$ cat src/rtl/rr_arb_mux.sv
// N:1 round-robin arbitrating mux with a single registered valid/ready output stage.
// The winning channel index travels with the data so responses can be routed back.
module rr_arb_mux #(
  parameter  int N    = 2,
  parameter  int W    = 32,
  localparam int SELW = $clog2(N)
) (
  input  logic              clk,
  input  logic              rst,
  input  logic [N*W-1:0]    in_data,
  input  logic [N-1:0]      in_valid,
  output logic [N-1:0]      in_ready,
  output logic [W-1:0]      out_data,
  output logic [SELW-1:0]   out_sel,
  output logic              out_valid,
  input  logic              out_ready
);

  typedef enum logic {EMPTY, FULL} state_t;

  state_t            state_reg, state_next;
  logic [W-1:0]      data_reg, data_next;
  logic [SELW-1:0]   sel_reg, sel_next;
  logic [SELW-1:0]   ptr_reg, ptr_next;

  logic              can_load;
  logic              grant_found;
  logic [SELW-1:0]   grant;
  logic              load;

  assign can_load = (state_reg == EMPTY) | out_ready;

  // Scan from ptr upward with wrap; the first requester found wins.
  always_comb begin
    int idx;
    grant_found = 1'b0;
    grant       = '0;
    idx         = 0;
    for (int k = 0; k < N; k++) begin
      idx = int'(ptr_reg) + k;
      if (idx >= N) idx = idx - N;
      if (!grant_found && in_valid[idx]) begin
        grant_found = 1'b1;
        grant       = SELW'(idx);
      end
    end
  end

  // rst is folded in so no request is acknowledged while reset is held.
  for (genvar gi = 0; gi < N; gi++) begin : g_ready
    assign in_ready[gi] = rst & can_load & grant_found & (grant == SELW'(gi));
  end

  assign load = |in_ready;

  always_comb begin
    state_next = state_reg;
    data_next  = data_reg;
    sel_next   = sel_reg;
    ptr_next   = ptr_reg;
    case (state_reg)
      EMPTY: begin
        if (load) state_next = FULL;
      end
      FULL: begin
        if (!load && out_ready) state_next = EMPTY;
      end
      default: state_next = EMPTY;
    endcase
    if (load) begin
      data_next = in_data[int'(grant)*W +: W];
      sel_next  = grant;
      ptr_next  = (grant == SELW'(N-1)) ? '0 : grant + SELW'(1);
    end
  end

  always_ff @(posedge clk or negedge rst) begin
    if (!rst) begin
      state_reg <= EMPTY;
      data_reg  <= '0;
      sel_reg   <= '0;
      ptr_reg   <= '0;
    end else begin
      state_reg <= state_next;
      data_reg  <= data_next;
      sel_reg   <= sel_next;
      ptr_reg   <= ptr_next;
    end
  end

  assign out_valid = (state_reg == FULL);
  assign out_data  = data_reg;
  assign out_sel   = sel_reg;

endmodule

$ cat config.mk
export PLATFORM = sky130hd
export DESIGN_NAME = rr_arb_mux
export DESIGN_NICKNAME = d
export VERILOG_FILES = /design/src/rtl/rr_arb_mux.sv
export SDC_FILE = /design/constraint.sdc
export NUM_CORES = 1
export LEC_CHECK = 0
export CELL_PAD_IN_SITES_DETAIL_PLACEMENT = 2
export CELL_PAD_IN_SITES_GLOBAL_PLACEMENT = 2
export CORE_MARGIN = 5
export CORE_UTILIZATION = 21
export CTS_BUF_LIST = sky130_fd_sc_hd__clkbuf_4 sky130_fd_sc_hd__clkbuf_8
export DETAILED_ROUTE_END_ITERATION = 10
export GPL_ROUTABILITY_DRIVEN = 0
export HOLD_SLACK_MARGIN = 0.02
export PLACE_DENSITY_LB_ADDON = 0.1
export SYNTH_ARGS = -nofsm -noshare
export SYNTH_HDL_FRONTEND = slang
export SYNTH_SLANG_ARGS = --single-unit
$ cat constraint.sdc
create_clock -name clk -period 1.6 [get_ports clk]
set_input_delay 0.16 -clock clk [delete_from_list [all_inputs] [get_ports clk]]
set_output_delay 0.16 -clock clk [all_outputs]
set_load 0.005 [all_outputs]
**Yosys cells after proc, flatten, opt, wreduce, memory -nomap -nowiden**

Index checks and enable logic that the tools add are counted.

- $add $sub $neg: 4
- Multipliers: 0
- Div/mod/pow operators: 0
- Magnitude comparators: 4
- Equality and inequality tests: 0
- Shifts and indexed selects: 1
- Muxes and demuxes: 16
- Bitwise operators: 7
- Reductions and logical operators: 5

Operators with widths:

| operator | count |
|---|---|
| $lt 32x3->1 const B | 2 |
| $mux 32 | 2 |
| $shiftx 64x7->32 | 1 |
| $mux 1 | 13 |
| $and 1x1->1 | 4 |
| $sub 1x2->3 const B | 1 |
| $sub 2x2->3 const B | 1 |
| $add 1x1->2 const B | 1 |
| $ge 1x2->1 const B | 1 |
| $ge 2x2->1 const B | 1 |
| $logic_and 1x1->1 | 2 |
| $logic_not 1->1 | 2 |
| $not 1->1 | 2 |
| $pmux 1 s2 | 1 |
| $reduce_or 2->1 | 1 |
| $add 1x1->1 const B | 1 |
| $or 1x1->1 | 1 |

- Bits in registers: 35
- Bits in latches: 0
- RAM bits: 0
- Bits in read-only memories: 0
- Input port bits: 69
- Output and inout port bits: 36
- Word-level logic and storage cells: 41
- Memories: 0

**Depth between registers and ports, before layout**

Gate-level depths: netlist of the first run.

- Word-level depth: 16
- Mapped depth: 6
- Gate-level depth less buffers: 3

**Worst setup path after synthesis of the first run**

OpenSTA, ideal clock, no wires.

- Kind: reg2reg
- From: reg state_reg (netlist: out_valid)
- To: reg data_reg[20] (netlist: out_data[20])
- Library setup time: 0.126 ns
- Arrival: 1.298 ns
- Required time: 1.474 ns
- Path slack: 0.176 ns
- Cell stages (with the launch flop): 7
- Buffers on the path: 3
- Clock period less this slack: 1.424 ns
- Cells stage by stage: dfrtp_1 -> nand2b_4 -> buf_6 -> and4_4 -> buf_6 -> buf_6 -> a221o_1

- Cells in the longest elaborated chain, start to end: 6
- Elaborated cells between the ends (all ways): 7
- Those cells by class: bitwise: 6; reduce/logical: 1

RTL lines:

| item | line | source |
|---|---|---|
| from (decl) | 21 | `state_t state_reg, state_next;` |
| from (signal assigned) | 84 | `state_reg <= state_next;` |
| $not 1->1 | -- |  |
| $or 1x1->1 | 31 | `assign can_load = (state_reg == EMPTY) \| out_ready;` |
| $and 1x1->1 (3 in series) | 51 | `assign in_ready[gi] = rst & can_load & grant_found & (grant == SELW'(gi));` |
| via in_ready[0] | 12 | `output logic [N-1:0] in_ready,` |
| $reduce_or 2->1 | 54 | `assign load = \|in_ready;` |
| to (signal assigned) | 85 | `data_reg <= data_next;` |
| to (decl) | 22 | `logic [W-1:0] data_reg, data_next;` |

The timed path passes the listed nets, and every way through them passes these cells.
A chain may end at the register's enable or synchronous reset.

**Worst setup path in the final report of the first run**

- From: reg state_reg (netlist: out_valid)
- To: reg data_reg[9] (netlist: out_data[9])

- Cells in the longest elaborated chain, start to end: 6
- Elaborated cells between the ends (all ways): 7
- Those cells by class: bitwise: 6; reduce/logical: 1

RTL lines:

| item | line |
|---|---|
| $not 1->1 * | -- |
| $or 1x1->1 * | 31 |
| $and 1x1->1 * (2 in series) | 51 |
| $and 1x1->1 | 51 |
| $reduce_or 2->1 * | 54 |

Every way passes the cells marked *; elsewhere a longest branch is shown, timed or not.

==> flow_summary.yaml, run 1 <==
status:
  outcome: "finished clean"
final_layout:
  nNetsFinal: 307
  diodes: 0
  syn_to_final_growth_pct: 80.0
  drive_above_1_share: 0.113
  fin_util: 0.381
  largest_reg_flops: 32
hold_path:
  hp-class: "in2async"
global_route:
  grt_pass1_wl_um: 10600
  grt_max_degree: 28
  grt_pass1_vias: 1902
  grt_overflow: 0
  grt_usage: 0.140
  antenna_found_initial: 0
place:
  hpwlAfterDp_um: 5080
  port_buffers: 104
  dp_worst_setup_slack_ns: -0.159
logic_synthesis:
  netlist_area_mm2: 0.00161
  avgSynthCellArea_um2: 12.8
  synth_cells: 126
  syn_nets: 195
  yosysWarnings: 0
  ys_seq_area_frac: 0.543
  ys_types: 14
  ys_ff_latch: 35
timing:
  relSlewSlack: 0.767
  hold_violations: 0
  finalSetupTns_ns: 0
  clock-skew-final_ns: 0.00268
  max_freq_mhz: 663
  timing.final.crit_share: 0.942
  period_needed_ns: 1.51
  setup_ws_ns: 0.0928
  worstMarginPinSlew_ns: 0.349
  slew_viol_final: 0
  rsz0062_at_grt: "false"
  final-setup-viol-count: 0
floorplan:
  core_mm2: 0.00761
  rows: 32
  ioPinCount: 105
  initial_core_util: 0.212
  die_h_um: 97.6
  die_x_um: 97.6
  die_area_mm2: 0.00953
detailed_routing:
  drt_iter0_drc: 44
  ant_nets: 0
  vias: 1590
  firstDrtPassIters: 3
  vias_per_cell: 4.66
  drt-total-wl_um: 6520
  remaining_drc_errors: 0
  wl_per_cell_um: 19.1
clock_network:
  cts_sinks: 35
  cts_root_buffer: "clkbuf_8"
  clk_latency_ns: 0.28
  cts_tree: "built"
  clockBufferDepth: 2
  clk_pin_slew_worst_paths_ns: 0.07
  cts_buffers: 5
  htree_levels: 2
run:
  maxCapViolCount: 0
critical_path:
  rrSetupSlack_ns: 0.09
  r2r-start: "out_valid$_DFF_PN0_"
  crit_fanout: 16
  r2r-end: "out_data[9]$_DFFE_PN0P_"
  critPathKind: "reg2reg"
  arrival_ns: 1.67
  worstSetupStartpointType: "flip-flop"
  endpoint_kind: "flip-flop"
  required_ns: 1.76
  rr_worst_depth: 5
pwr:
  ir_worst_vdd_mv: 0.394
  leakage_uw: 0.00119
  power_density_mw_per_mm2: 979
## worst max-delay path by stage
stage / from / end / slack [ns] / depth (start not counted)
after floorplan: out_valid$_DFF_PN0_ / out_data[20]$_DFFE_PN0P_ / 0.18 / 6
after global placement: out_ready / in_ready[1] / -0.13 / 4
after detailed placement: out_ready / in_ready[1] / -0.16 / 4
after CTS: out_valid$_DFF_PN0_ / out_data[9]$_DFFE_PN0P_ / 0.07 / 5
after global routing: out_valid$_DFF_PN0_ / out_data[9]$_DFFE_PN0P_ / 0.04 / 5
final: out_valid$_DFF_PN0_ / out_data[9]$_DFFE_PN0P_ / 0.09 / 5
## per-layer routing
metal	GRT usage	up-vias	share of wire
met4	0.0319	0	0.0090
met3	0.0610	5	0.084
li1	-	725	-
met2	0.242	62	0.50
met5	0	-	0
met1	0.160	798	0.41
## layout make-up
cell class	instances	area (um^2)
repair buffers	120	1160
clock buffers	8	104
well taps	102	128
multi-input cells	74	631
inverters	2	7.51
fillers	808	4710
flip-flops and latches	35	876
## power breakdown
part / internal (uW) / switching, uW / total (uW)
combinational: 641 / 316 / 957
sequential: 1060 / 96.7 / 1150
clock: 410 / 321 / 731
## cell usage after synthesis
cell type | instances | area (um^2)
buf_2 | 4 | 20.0
buf_6 | 5 | 56.3
a21oi_1 | 2 | 10.0
o21a_1 | 1 | 7.51
nand2b_4 | 1 | 13.8
clkbuf_1 | 6 | 22.5
a221o_1 | 32 | 320
and4_4 | 1 | 11.3
nand2_1 | 2 | 7.51
o2111a_1 | 1 | 11.3
dfrtp_1 | 35 | 876
inv_1 | 2 | 7.51
a21boi_0 | 32 | 240
nor2_1 | 2 | 7.51
## kinds of logic (layout without fill, tap and decap cells)
group                  count (synthesis)  after routing  synth area share
buffers and inverters                 17            130            0.0660
AO/OA/AOI/OAI                         68             68             0.366
AND/OR/NAND/NOR                        6              6            0.0248
flip-flops                            35             35             0.543
## per-stage QoR
step	power, uW	area (um^2)	hold slack, ns	std cells
final	2840	2900	0.270	341
after global routing	3020	2900	0.272	341
after CTS	2900	2900	0.259	341
after detailed placement	2140	2780	-0.0218	331
after global placement	2100	2780	-0.0229	331
after floorplan	1480	1610	-0.136	126
## worst max-delay path: stages, from the launching register on
cell	delay [ns]
dfrtp_1	0.40
nand2b_4	0.08
and4_4	0.20
buf_4	0.15
buf_4	0.19
a221o_1	0.37
## repair_timing
action,4_1_cts,5_1_grt
gates resized for setup,3,0
endpoints found under the setup margin,2,0
buffers inserted,1,0
hold endpoints to repair,35,0
hold buffers,1,0
## cells in the final DEF, fill, tap and decap left out
cell type	Yosys	layout
a21boi_0	32	32
a21oi_1	2	2
a221o_1	32	32
and4_4	1	1
buf_2	4	1
buf_4	0	15
clkbuf_4	0	1
clkbuf_8	0	7
clkdlybuf4s50_1	0	101
dfrtp_1	35	35
dlygate4sd2_1	0	2
dlygate4sd3_1	0	1
inv_1	2	2
nand2_1	2	2
nand2b_4	1	1
nor2_1	2	2
o2111a_2	0	1
o21a_1	1	1
Power figures use the tool's default switching activity.
==> inputs of run 2 (changes only) <==
CORE_ASPECT_RATIO = 0.8   (was unset)
MAX_ROUTING_LAYER = met4   (was unset)
clock period = 1.51 ns   (was 1.6 ns; I/O delays follow)
==> run 2 against run 1 <==
  * Flip-flop and latch count is the same
  * Global-route usage grew 0.89 points
  * Count of clock-buffer cells in the layout shrank 1
  * First-iteration DRC count shrank 75%
  * Routed wire length grew 2.3%
  * Clock skew grew 0.0089 ns
  * Critical endpoint is now in_ready[0]
  * Sequential share of layout area grew 0.44 points
  * Final cell count shrank 0.29%
  * Register-to-register slack gained 0.06 ns
  * Clock power shrank 3.7%
  * Non-clock buffer count shrank 4
  * Highest routed layer unchanged
==> flow_summary.yaml, run 2 (synthesis results as in run 1) <==
final_layout:
  drive_above_1_share: 0.0979
  seqCellArea_um2: 876
  layout_common_cells: "101 x clkdlybuf4s50_1, 35 x dfrtp_1, 32 x a21boi_0, 32 x a221o_1, 11 x buf_4"
  final_common_cell: "clkdlybuf4s50_1"
  multi_input_area_um2: 631
  diodes: 0
  nNetsFinal: 303
  fin_util: 0.385
  syn_to_final_growth_pct: 77.5
  stdcell_area_mm2: 0.00286
  largest_reg_flops: 32
  final.fill_count: 805
critical_path:
  critical_path.startpoint: "out_valid$_DFF_PN0_"
  r2r-start: "out_valid$_DFF_PN0_"
  critPathKind: "reg2out"
  crit_slowest_cell: "dfrtp_1"
  cp_slowest_stage_delay_ns: 0.41
  required_ns: 1.36
  worstSetupStartpointType: "flip-flop"
  endpoint_kind: "output pin"
  path_cells: "nand2b_4, and4_4, dlygate4sd2_1"
  crit_fanout: 4
  arrival_ns: 1.29
floorplan:
  core_mm2: 0.00743
  rows: 28
  die_area_mm2: 0.00954
  die_h_um: 88.4
  die_x_um: 108
  ioPinCount: 105
  initial_core_util: 0.217
detailed_routing:
  firstDrtPassIters: 4
  wl_per_cell_um: 19.6
  drt-total-wl_um: 6670
  vias_per_cell: 4.61
  ant_nets: 0
  drt_iter0_drc: 11
  vias: 1567
  remaining_drc_errors: 0
clock_network:
  cts_buffers: 5
  cts_root_buffer: "clkbuf_8"
  clk_pin_slew_worst_paths_ns: 0.08
  postCtsSetupBuffers: 0
  cts_tree: "built"
  clockBufferDepth: 2
  cts_sinks: 35
  clk_latency_ns: 0.28
  htree_levels: 2
pwr:
  finalPower_uw: 2940
  p_clk_frac: 0.240
  leakage_uw: 0.00117
  power_density_mw_per_mm2: 1030
  seq_power_share: 0.416
  swShare: 0.268
  p_switching_uw: 786
  p_int_uw: 2150
  comb_power_share: 0.344
  ir_worst_vdd_mv: 0.300
global_route:
  grt_pass1_wl_um: 10500
  met1_usage: 0.182
  grt_max_degree: 27
  top_usage_layer: "met2"
  grt_overflow: 0
  grt_usage: 0.149
  use_met2: 0.243
  antenna_found_initial: 0
  grt_pass1_vias: 1902
  met3_usage: 0.0445
timing:
  relSlewSlack: 0.754
  final-setup-viol-count: 0
  clock-skew-final_ns: 0.0116
  finalSetupTns_ns: 0
  setup_ws_ns: 0.0658
  slew_viol_final: 0
  worstMarginPinSlew_ns: 0.369
  hold_violations: 0
  period_needed_ns: 1.44
  timing.final.crit_share: 0.956
  max_freq_mhz: 692
  rsz0062_at_grt: "false"
place:
  place_area_mm2: 0.00276
  hpwlAfterDp_um: 5130
  dp_worst_setup_slack_ns: -0.184
  port_buffers: 104
hold_path:
  hp-class: "in2async"
status:
  outcome: "finished clean"
run:
  maxCapViolCount: 0
[run 2: layout make-up]
class	count	area share
Multi-Input combinational cell	74	0.220
Sequential cell	35	0.306
Clock inverter	1	0.00175
Clock buffer	7	0.0293
Inverter	2	0.00262
Tap cell	105	0.0459
Timing Repair Buffer	116	0.394
[run 2: critical path, delay by kind of cell, from the launching register on]
family        cells  cell delay (ns)
buf+inv           1             0.25
flops             1             0.41
simple gates      2             0.34
[run 2: layer usage]
| layer | wire length [um] | vias up |
|---|---|---|
| li1 | - | 716 |
| met1 | 2860 | 797 |
| met2 | 3320 | 50 |
| met3 | 431 | 4 |
| met4 | 62 | 0 |
| met5 | 0 | - |
[run 2: timing repair]
action,4_1_cts,5_1_grt
setup endpoints to repair,2,1
resized for setup,2,1
hold buffers,1,0
hold endpoints to repair,35,0
[run 2: power groups by stage]
stage	Sequential (uW)	Combinational, uW	Clock [uW]
floorplan	1240	331	0
global placement	1220	1010	0
detailed placement	1240	1020	0
CTS	1230	1030	736
global route	1250	1090	784
finish	1220	1010	704
[run 2: stage by stage]
stage / std cells / hold WS (ns)
global route: 340 / 0.457
detailed placement: 331 / 0.174
floorplan: 126 / -0.145
global placement: 331 / 0.167
finish: 340 / 0.432
CTS: 340 / 0.441
[run 2: final timing paths]
| check | to | slack [ns] | cells past startpoint |
|---|---|---|---|
| worst max-delay path | in_ready[0] | 0.07 | 3 |
| worst min-delay path | out_valid$_DFF_PN0_ | 0.43 | 3 |
| worst max register to register | out_data[7]$_DFFE_PN0P_ | 0.15 | 4 |
| worst min register to register | out_sel$_DFFE_PN0P_ | 0.52 | 2 |
| max in group asynchronous | out_data[17]$_DFFE_PN0P_ | 0.70 | 3 |
| min in group clk | out_sel$_DFFE_PN0P_ | 0.45 | 4 |
